==> src/rtl/memory_dump_streamer.sv <==
// Streams a framed little-endian dump of the tracked write window:
// an 8-byte header (start address, word count) followed by each word read from data memory.
module memory_dump_streamer (
  input  logic        clk,
  input  logic        rst_n,
  input  logic        start_i,
  input  logic [31:0] min_addr_i,
  input  logic [31:0] max_addr_i,
  output logic        rd_en_o,
  output logic [31:0] rd_addr_o,
  input  logic [31:0] rd_data_i,
  output logic [7:0]  tx_data_o,
  output logic        tx_valid_o,
  input  logic        tx_ready_i,
  output logic        busy_o,
  output logic        done_o
);

  typedef enum logic [2:0] {IDLE, HDR, RD_REQ, RD_WAIT, SEND, DONE} state_t;

  state_t      state;
  logic [31:0] base_q;
  logic [31:0] count_q;
  logic [31:0] cur_addr_q;
  logic [31:0] remaining_q;
  logic [31:0] word_q;
  logic [2:0]  idx_q;

  logic        handshake;
  logic        empty_range;
  logic [31:0] min_base;
  logic [31:0] max_last;
  logic [31:0] span_count;
  logic [2:0]  idx_next;
  logic [31:0] next_addr;

  assign handshake   = tx_valid_o && tx_ready_i;
  // The tracker's flushed state (min > max) means nothing was written.
  assign empty_range = min_addr_i > max_addr_i;
  assign min_base    = {min_addr_i[31:2], 2'b00};
  assign max_last    = {max_addr_i[31:2], 2'b00};
  assign span_count  = ((max_last - min_base) >> 2) + 32'd1;
  assign idx_next    = idx_q + 3'd1;
  assign next_addr   = cur_addr_q + 32'd4;

  function automatic logic [7:0] pick_byte(input logic [1:0] sel, input logic [31:0] w);
    logic [7:0] b;
    case (sel)
      2'd0:    b = w[7:0];
      2'd1:    b = w[15:8];
      2'd2:    b = w[23:16];
      default: b = w[31:24];
    endcase
    return b;
  endfunction

  always_ff @(posedge clk or negedge rst_n) begin
    if (!rst_n) begin
      state       <= IDLE;
      base_q      <= '0;
      count_q     <= '0;
      cur_addr_q  <= '0;
      remaining_q <= '0;
      word_q      <= '0;
      idx_q       <= '0;
      rd_en_o     <= 1'b0;
      rd_addr_o   <= '0;
      tx_data_o   <= '0;
      tx_valid_o  <= 1'b0;
      busy_o      <= 1'b0;
      done_o      <= 1'b0;
    end else begin
      case (state)
        IDLE: begin
          if (start_i) begin
            base_q     <= empty_range ? 32'd0 : min_base;
            count_q    <= empty_range ? 32'd0 : span_count;
            tx_data_o  <= empty_range ? 8'd0 : min_base[7:0];
            idx_q      <= 3'd0;
            tx_valid_o <= 1'b1;
            busy_o     <= 1'b1;
            state      <= HDR;
          end
        end
        HDR: begin
          if (handshake) begin
            if (idx_q == 3'd7) begin
              tx_valid_o <= 1'b0;
              if (count_q == 32'd0) begin
                done_o <= 1'b1;
                state  <= DONE;
              end else begin
                cur_addr_q  <= base_q;
                remaining_q <= count_q;
                rd_en_o     <= 1'b1;
                rd_addr_o   <= base_q;
                state       <= RD_REQ;
              end
            end else begin
              idx_q     <= idx_next;
              tx_data_o <= pick_byte(idx_next[1:0], idx_next[2] ? count_q : base_q);
            end
          end
        end
        RD_REQ: begin
          rd_en_o <= 1'b0;
          state   <= RD_WAIT;
        end
        RD_WAIT: begin
          word_q     <= rd_data_i;
          tx_data_o  <= rd_data_i[7:0];
          tx_valid_o <= 1'b1;
          idx_q      <= 3'd0;
          state      <= SEND;
        end
        SEND: begin
          if (handshake) begin
            if (idx_q[1:0] == 2'd3) begin
              // Termination follows the word counter; the address may wrap past FFFF_FFFC.
              tx_valid_o  <= 1'b0;
              remaining_q <= remaining_q - 32'd1;
              cur_addr_q  <= next_addr;
              if (remaining_q == 32'd1) begin
                done_o <= 1'b1;
                state  <= DONE;
              end else begin
                rd_en_o   <= 1'b1;
                rd_addr_o <= next_addr;
                state     <= RD_REQ;
              end
            end else begin
              idx_q     <= idx_next;
              tx_data_o <= pick_byte(idx_next[1:0], word_q);
            end
          end
        end
        DONE: begin
          done_o <= 1'b0;
          busy_o <= 1'b0;
          state  <= IDLE;
        end
        default: state <= IDLE;
      endcase
    end
  end

endmodule

==> config.mk <==
export PLATFORM = sky130hd
export DESIGN_NAME = memory_dump_streamer
export DESIGN_NICKNAME = d
export VERILOG_FILES = /design/src/rtl/memory_dump_streamer.sv
export SDC_FILE = /design/constraint.sdc
export NUM_CORES = 1
export LEC_CHECK = 0
export ABC_CLOCK_PERIOD_IN_PS = 2500
export BUFFER_PORTS_ARGS = -buffer_cell sky130_fd_sc_hd__buf_2
export CAP_MARGIN = 20
export CORE_AREA = 2 2 162 164
export CTS_CLUSTER_SIZE = 30
export DETAILED_ROUTE_END_ITERATION = 10
export DIE_AREA = 0 0 164 166
export GPL_TIMING_DRIVEN = 1
export PLACE_DENSITY = 0.8
export RECOVER_POWER = 100
export SLEW_MARGIN = 25
export SYNTH_ARGS = -nofsm -noshare
export SYNTH_HDL_FRONTEND = slang
export SYNTH_SLANG_ARGS = --single-unit
==> constraint.sdc <==
create_clock -name clk -period 2.5 [get_ports clk]
set_input_delay 0.375 -clock clk [delete_from_list [all_inputs] [get_ports clk]]
set_output_delay 0.375 -clock clk [all_outputs]
set_load 0.01 [all_outputs]
==> flow_metrics.py, run 1 <==
metrics = {
    "route": {
        "antenna_left": 0,
        "num_vias": 14980,
        "dr.pass1.iters": 7,
        "drt-wirelength-per-cell_um": 20.76,
        "dr.first_iter.drc_count": 1850,
        "drc_errors": 0,
        "finalWirelength_mm": 50.41,
        "viasPerCell": 6.168,
    },
    "hold_path": {
        "holdPathEnd": "word_q[16]",
        "worstHoldPathType": "in -> reg",
        "hold_depth": 2,
        "hold_path.startpoint": "rd_data_i[16]",
    },
    "clocking": {
        "cts_buffer_depth": 3,
        "clkTransAtPathRegs_ns": 0.06,
        "root_buffer": "clkbuf_16",
        "ctsHtreeMaxLevel": 1,
        "clk_latency_ns": 0.52,
        "tritoncts": "done",
        "cts_buffers": 22,
        "cts_sinks": 207,
    },
    "critical_path": {
        "cp.required_ns": 2.90,
        "r2r_cells": 10,
        "r2r_end": "remaining_q[2]",
        "r2r_setup_slack_ns": -0.31,
        "start_kind": "primary input",
        "r2r-start": "idx_q[1]",
        "endpoint_kind": "flip-flop",
        "worstPathMaxFanout": 5,
        "worst-setup-path-type": "in -> reg",
        "cp.arrival_ns": 3.23,
    },
    "logic_synthesis": {
        "synth_cell_type_count": 81,
        "synth_area_leaders": "dfrtp_1 37%, ha_1 6.3%, nand2_1 6.1%",
        "synth_top_cell_by_area": "dfrtp_1",
        "synth.most_common_cell": "nand2_1",
        "async_flop_share_pct": 100.0,
        "syn_inst": 1638,
        "netlist_top_cells_count": "227 x nand2_1, 207 x dfrtp_1, 130 x nor2_1, 128 x a21oi_1, 126 x o21ai_0",
        "synth.top_cell.area_share_pct": 37.38,
        "ys_seq_elements": 207,
        "avgSynthCellArea_um2": 8.460,
        "syn_area_um2": 13860,
        "syn-num-nets": 1809,
        "synthFlopType": "dfrtp_1",
        "synth_edf_count": 0,
        "yosys_warnings": 0,
        "yosysSeqAreaShare_pct": 37.38,
    },
    "power": {
        "irDropWorstVdd_mv": 0.9407,
        "design_power_total_w": 0.02042,
        "sw_frac_of_total_pct": 43.39,
        "leakage_nw": 8.899,
        "combPwrFrac_pct": 52.0,
        "p_clk_share_pct": 16.5,
        "seqPwrFrac_pct": 31.6,
        "switching_power_w": 0.008860,
        "power_density_nw_per_um2": 1037,
        "intPower_w": 0.01156,
    },
    "die": {
        "rows": 59,
        "die_w_um": 164,
        "design.core.area_um2": 25620,
        "start_util_pct": 54.10,
        "die_area_um2": 27220,
        "die_height_um": 166,
        "io_pins": 144,
    },
    "final_layout": {
        "drive_gt1_share_pct": 36.71,
        "area_growth_pct": 42.13,
        "layout.nets": 2250,
    },
    "timing": {
        "slew_headroom_pct": -4.866,
        "setup_viol": 101,
        "post-route-min-period_ns": 2.829,
        "hold_viol_final": 0,
        "setup_slack_ns": -0.3289,
        "clock_skew_ns": 0.009138,
        "rsz0062_at_grt": "true",
        "maxSlewViolCount": 61,
        "worstMarginPinSlew_ns": 1.573,
        "fin_crit_sh_pct": 113.2,
        "timing.fmax_mhz": 353.5,
    },
    "status": {
        "status": "finished with violations",
        "violations": "max-capacitance violations, max-slew violations, negative setup slack",
    },
    "place": {
        "post-place-ws_ns": -1.006,
        "routabilityCongestion": 0.9810,
        "io_buffers": 143,
        "hpwl_mm": 33.33,
    },
    "grt": {
        "antenna_found_initial": 1,
        "grt_pass1_vias": 14620,
        "groute.usage.overall_pct": 34.43,
        "gr-total-overflow": 0,
        "grt_pass1_wl_mm": 75.19,
        "grt_max_degree": 104,
    },
    "job": {
        "maxCapViolCount": 1,
    },
}
cells in the final DEF, fill, tap and decap left out, types with 30 or more instances in the layout:
master / count
inv_1: 77
o21ai_1: 30
buf_4: 328
mux2_2: 39
o21ai_0: 96
a21oi_1: 115
nor2_1: 117
ha_1: 52
clkbuf_1: 52
xor2_1: 35
nor3_1: 32
dfrtp_1: 207
buf_2: 94
nand3_1: 30
nand2_1: 203
o31ai_1: 39
final cells by class:
class                      instances  area [um^2]
antenna                            1        2.502
clock buffer                      33        653.1
clock inverter                     4        72.57
fill                            1634         5919
inverter                          88        350.3
multi-input combinational       1239         9193
sequential                       207         5180
tap                              335        419.2
timing repair buffer             521         3826
power by group through the flow:
| stage | clock network, W | logic, W | registers [W] |
|---|---|---|---|
| 6_report | 0.00336 | 0.0106 | 0.00645 |
| 5_1_grt | 0.00348 | 0.0113 | 0.00657 |
| 4_1_cts | 0.00333 | 0.00980 | 0.00624 |
| 3_5_place_dp | 0 | 0.00874 | 0.00625 |
| 3_3_place_gp | 0 | 0.00838 | 0.00616 |
| 2_1_floorplan | 0 | 0.00535 | 0.00588 |
critical path, cell delays in order:
cell and delay [ns]:
buf_8 0.09, inv_12 0.03, ha_4 0.15, fa_2 0.33, nand2b_4 0.16, a211oi_4 0.21, buf_6 0.16, buf_6 0.10
o211ai_4 0.10, a41oi_2 0.23, xnor2_2 0.12, a2111oi_4 0.45, buf_4 0.19, buf_6 0.09, inv_4 0.03, nor3_4 0.15
xnor2_1 0.17, o21ai_1 0.09
flip-flops by register name (all words and copies together), names as in the netlist, 3 cells and up:
| register | cells |
|---|---|
| tx_data_o | 8 |
| cur_addr_q | 32 |
| idx_q | 3 |
| state | 3 |
| remaining_q | 32 |
| base_q | 30 |
| rd_addr_o | 32 |
| count_q | 31 |
| word_q | 32 |
what timing repair did:
action                     CTS  global route
pin swaps                   53            44
hold endpoints to repair    57             0
hold buffers                 1             0
setup endpoints to repair   76           109
cloned                       4             1
gates resized for setup    120           144
buffers inserted            25            17
cell families (layout without fill, tap and decap cells):
logic type	count (synthesis)	after routing	synth area share, %
XOR/XNOR	75	75	4.740
AND/OR/NAND/NOR	553	553	18.75
multiplexers	63	63	5.011
AO/OA/AOI/OAI	477	477	22.24
buffers and inverters	192	646	5.417
adder cells (fa/ha/maj)	71	71	6.464
other	0	1	0
flip-flops	207	207	37.38
stage by stage:
stage | cell area [um^2] | util [%] | hold WS (ns) | setup TNS [ns] | cells
after global routing | 19700 | 76.89 | 0.09710 | -22.39 | 2428
final | 19700 | 76.89 | 0.08860 | -10.47 | 2428
after CTS | 19130 | 74.68 | 0.09101 | -2.093 | 2416
after detailed placement | 17560 | 68.54 | 0.3930 | -39.76 | 2351
after floorplan | 14230 | - | 0.07941 | -7.594 | 1638
after global placement | 17560 | 68.54 | 0.3920 | -36.28 | 2351
metal layers:
layer	up-vias	global-route usage [%]	wire [um]
met5	-	0	0
met1	7162	43.25	18680
li1	6718	-	-
met3	239	5.320	4103
met2	857	57.53	24400
met4	0	17.12	3217
worst max-delay path by stage:
stage	startpoint	endpoint	slack, ns	cells past startpoint
floorplan	max_addr_i[2]	count_q[22]	-0.62	13
global placement	max_addr_i[2]	count_q[24]	-0.85	16
detailed placement	max_addr_i[2]	count_q[24]	-1.01	16
CTS	max_addr_i[2]	count_q[22]	-0.22	16
global route	min_addr_i[12]	count_q[27]	-0.48	15
finish	max_addr_i[2]	count_q[26]	-0.33	18
No activity file was read; power rests on OpenSTA's default activity.
==> run 2, diff against run 1 <==
CORE_AREA = 2 2 179 181   (was 2 2 162 164)
DIE_AREA = 0 0 181 183   (was 0 0 164 166)
PLACE_DENSITY = 0.67   (was 0.8)
==> run 2 against run 1 <==
Net effect:
- the run still ends with max-capacitance violations, max-slew violations, negative setup slack left
- wire length decreased by 4.5%
- sequential power is 0.9% lower
- final cell count grew 3.9%
- worst setup slack better by 0.085 ns
- first-iteration DRC count shrank 34%
- worst hold slack improved by 0.0082 ns
- combinational power up 6%
- register-to-register slack improved by 0.15 ns
- sequential share of layout area decreased by 0.90 points
- global-route usage down 7.6 points
- largest power group unchanged
- highest routed layer unchanged
==> flow_metrics.py, run 2 (synthesis gave the netlist of run 1 again) <==
metrics = {
    "power": {
        "p_clk_share_pct": 15.4,
        "seqPwrFrac_pct": 30.7,
        "switching_power_w": 0.008808,
        "sw_frac_of_total_pct": 42.30,
        "combPwrFrac_pct": 53.9,
        "intPower_w": 0.01201,
        "leakage_nw": 9.106,
        "irDropWorstVdd_mv": 0.4927,
        "power_density_nw_per_um2": 1021,
    },
    "critical_path": {
        "r2r_cells": 10,
        "cp.arrival_ns": 3.11,
        "cpPeakStageDelay_ns": 0.46,
        "crit_buf_inv": 4,
        "endpoint_kind": "flip-flop",
        "cp.required_ns": 2.86,
        "start_kind": "primary input",
        "cp.depth": 16,
        "slowest_stage": "a2111oi_4",
        "worst-setup-path-type": "in -> reg",
        "worstPathMaxFanout": 5,
        "cp_cell_sequence": "buf_8 > inv_12 > ha_4 > fa_2 > nand2b_4 > a211oi_4 > buf_6 > buf_6 > o211ai_4 > a41oi_2 > xnor2_2 > a2111oi_4 > nand3_2 > nor3_4 > xnor2_2 > o31ai_2",
        "crit_family": "compound AO/OA/AOI/OAI gates",
    },
    "final_layout": {
        "layout.nets": 2278,
        "num_antenna_cells": 0,
        "most-common-layout-cells": "338 x buf_4, 207 x dfrtp_1, 194 x nand2_1",
        "drive_gt1_share_pct": 40.38,
        "area_growth_pct": 47.19,
        "mostFrequentLayoutCell": "buf_4",
    },
    "place": {
        "hpwl_mm": 33.61,
        "post-place-ws_ns": -0.9447,
        "io_buffers": 143,
        "routabilityCongestion": 0.9213,
    },
    "grt": {
        "antenna_found_initial": 0,
        "grt_pass1_wl_mm": 71.81,
        "grt_max_degree": 104,
        "grt_pass1_vias": 13690,
        "gr-total-overflow": 0,
        "groute.usage.overall_pct": 26.84,
    },
    "hold_path": {
        "worstHoldPathType": "in -> reg",
        "hold_depth": 2,
    },
    "clocking": {
        "root_buffer": "clkbuf_16",
        "cts_buffers": 22,
        "tritoncts": "done",
        "cts_sinks": 207,
        "clkTransAtPathRegs_ns": 0.06,
        "clk_latency_ns": 0.51,
        "ctsHtreeMaxLevel": 1,
        "cts_buffer_depth": 3,
    },
    "route": {
        "viasPerCell": 5.732,
        "num_vias": 14460,
        "drc_errors": 0,
        "finalWirelength_mm": 48.13,
        "dr.first_iter.drc_count": 1226,
        "drt-wirelength-per-cell_um": 19.08,
        "antenna_left": 0,
        "dr.pass1.iters": 5,
    },
    "die": {
        "io_pins": 144,
        "die_area_um2": 33120,
        "start_util_pct": 44.37,
        "design.core.area_um2": 31230,
        "rows": 65,
        "die_height_um": 183,
        "die_w_um": 181,
    },
    "status": {
        "violations": "max-capacitance violations, max-slew violations, negative setup slack",
        "status": "finished with violations",
    },
    "timing": {
        "worstMarginPinSlew_ns": 1.520,
        "hold_ws_ns": 0.09681,
        "rsz0062_at_grt": "true",
        "slew_headroom_pct": -1.351,
        "maxSlewViolCount": 62,
        "clock_skew_ns": 0.01140,
        "fin_crit_sh_pct": 109.8,
        "hold_viol_final": 0,
        "post-route-min-period_ns": 2.744,
        "timing.fmax_mhz": 364.4,
        "setup_slack_ns": -0.2444,
        "setup_viol": 44,
    },
    "job": {
        "maxCapViolCount": 1,
    },
}
==> run 2: final cells by class <==
type / instances / area (um^2)
Fill cell: 2482 / 10830
Multi-Input combinational cell: 1239 / 9429
Sequential cell: 207 / 5180
Timing Repair Buffer: 549 / 4242
Clock buffer: 32 / 639.4
Tap cell: 402 / 503.0
Inverter: 88 / 352.8
Clock inverter: 5 / 52.55
==> run 2: power groups by stage <==
stage | combinational (W) | clock (W) | sequential, W
after floorplan | 0.00535 | 0 | 0.00588
after global placement | 0.00858 | 0 | 0.00619
after detailed placement | 0.00885 | 0 | 0.00626
after CTS | 0.00954 | 0.00322 | 0.00622
after global routing | 0.0121 | 0.00337 | 0.00653
final | 0.0112 | 0.00321 | 0.00639
==> run 2: through the flow <==
stage	instance area [um^2]	TNS [ns]	power [W]	util, %	cells
finish	20400	-3.866	0.02082	65.32	2522
global route	20400	-22.97	0.02198	65.32	2522
CTS	19170	-1.713	0.01898	61.40	2483
detailed placement	17680	-50.52	0.01511	56.60	2416
global placement	17680	-44.81	0.01477	56.60	2416
floorplan	14230	-7.594	0.01122	-	1638
==> run 2: worst paths after layout <==
check | endpoint | slack, ns | start
setup / recovery | count_q[28] | -0.24 | max_addr_i[2]
hold / removal | word_q[10] | 0.1 | rd_data_i[10]
setup reg to reg | rd_addr_o[10] | -0.16 | remaining_q[20]
hold reg to reg | rd_addr_o[23] | 0.48 | rd_addr_o[23]
max in group asynchronous | count_q[21] | 0.28 | rst_n
min in group asynchronous | rd_addr_o[3] | 0.78 | rst_n
==> run 2: timing repair <==
item / in CTS / in global routing
hold buffers: 1 / 0
gates resized for setup: 108 / 250
pin swaps: 53 / 88
gates cloned: 2 / 9
setup buffers: 28 / 34
endpoints found under the hold margin: 59 / 0
endpoints found under the setup margin: 100 / 126
==> run 2: layer usage <==
metal	wire, um	vias up	track usage [%]	part of all wire [%]
met5	0	-	0	0
met4	1756	0	10.54	3.6
met3	3142	104	3.654	6.5
met2	23860	564	45.65	50
met1	19370	7003	34.81	40
li1	-	6785	-	-
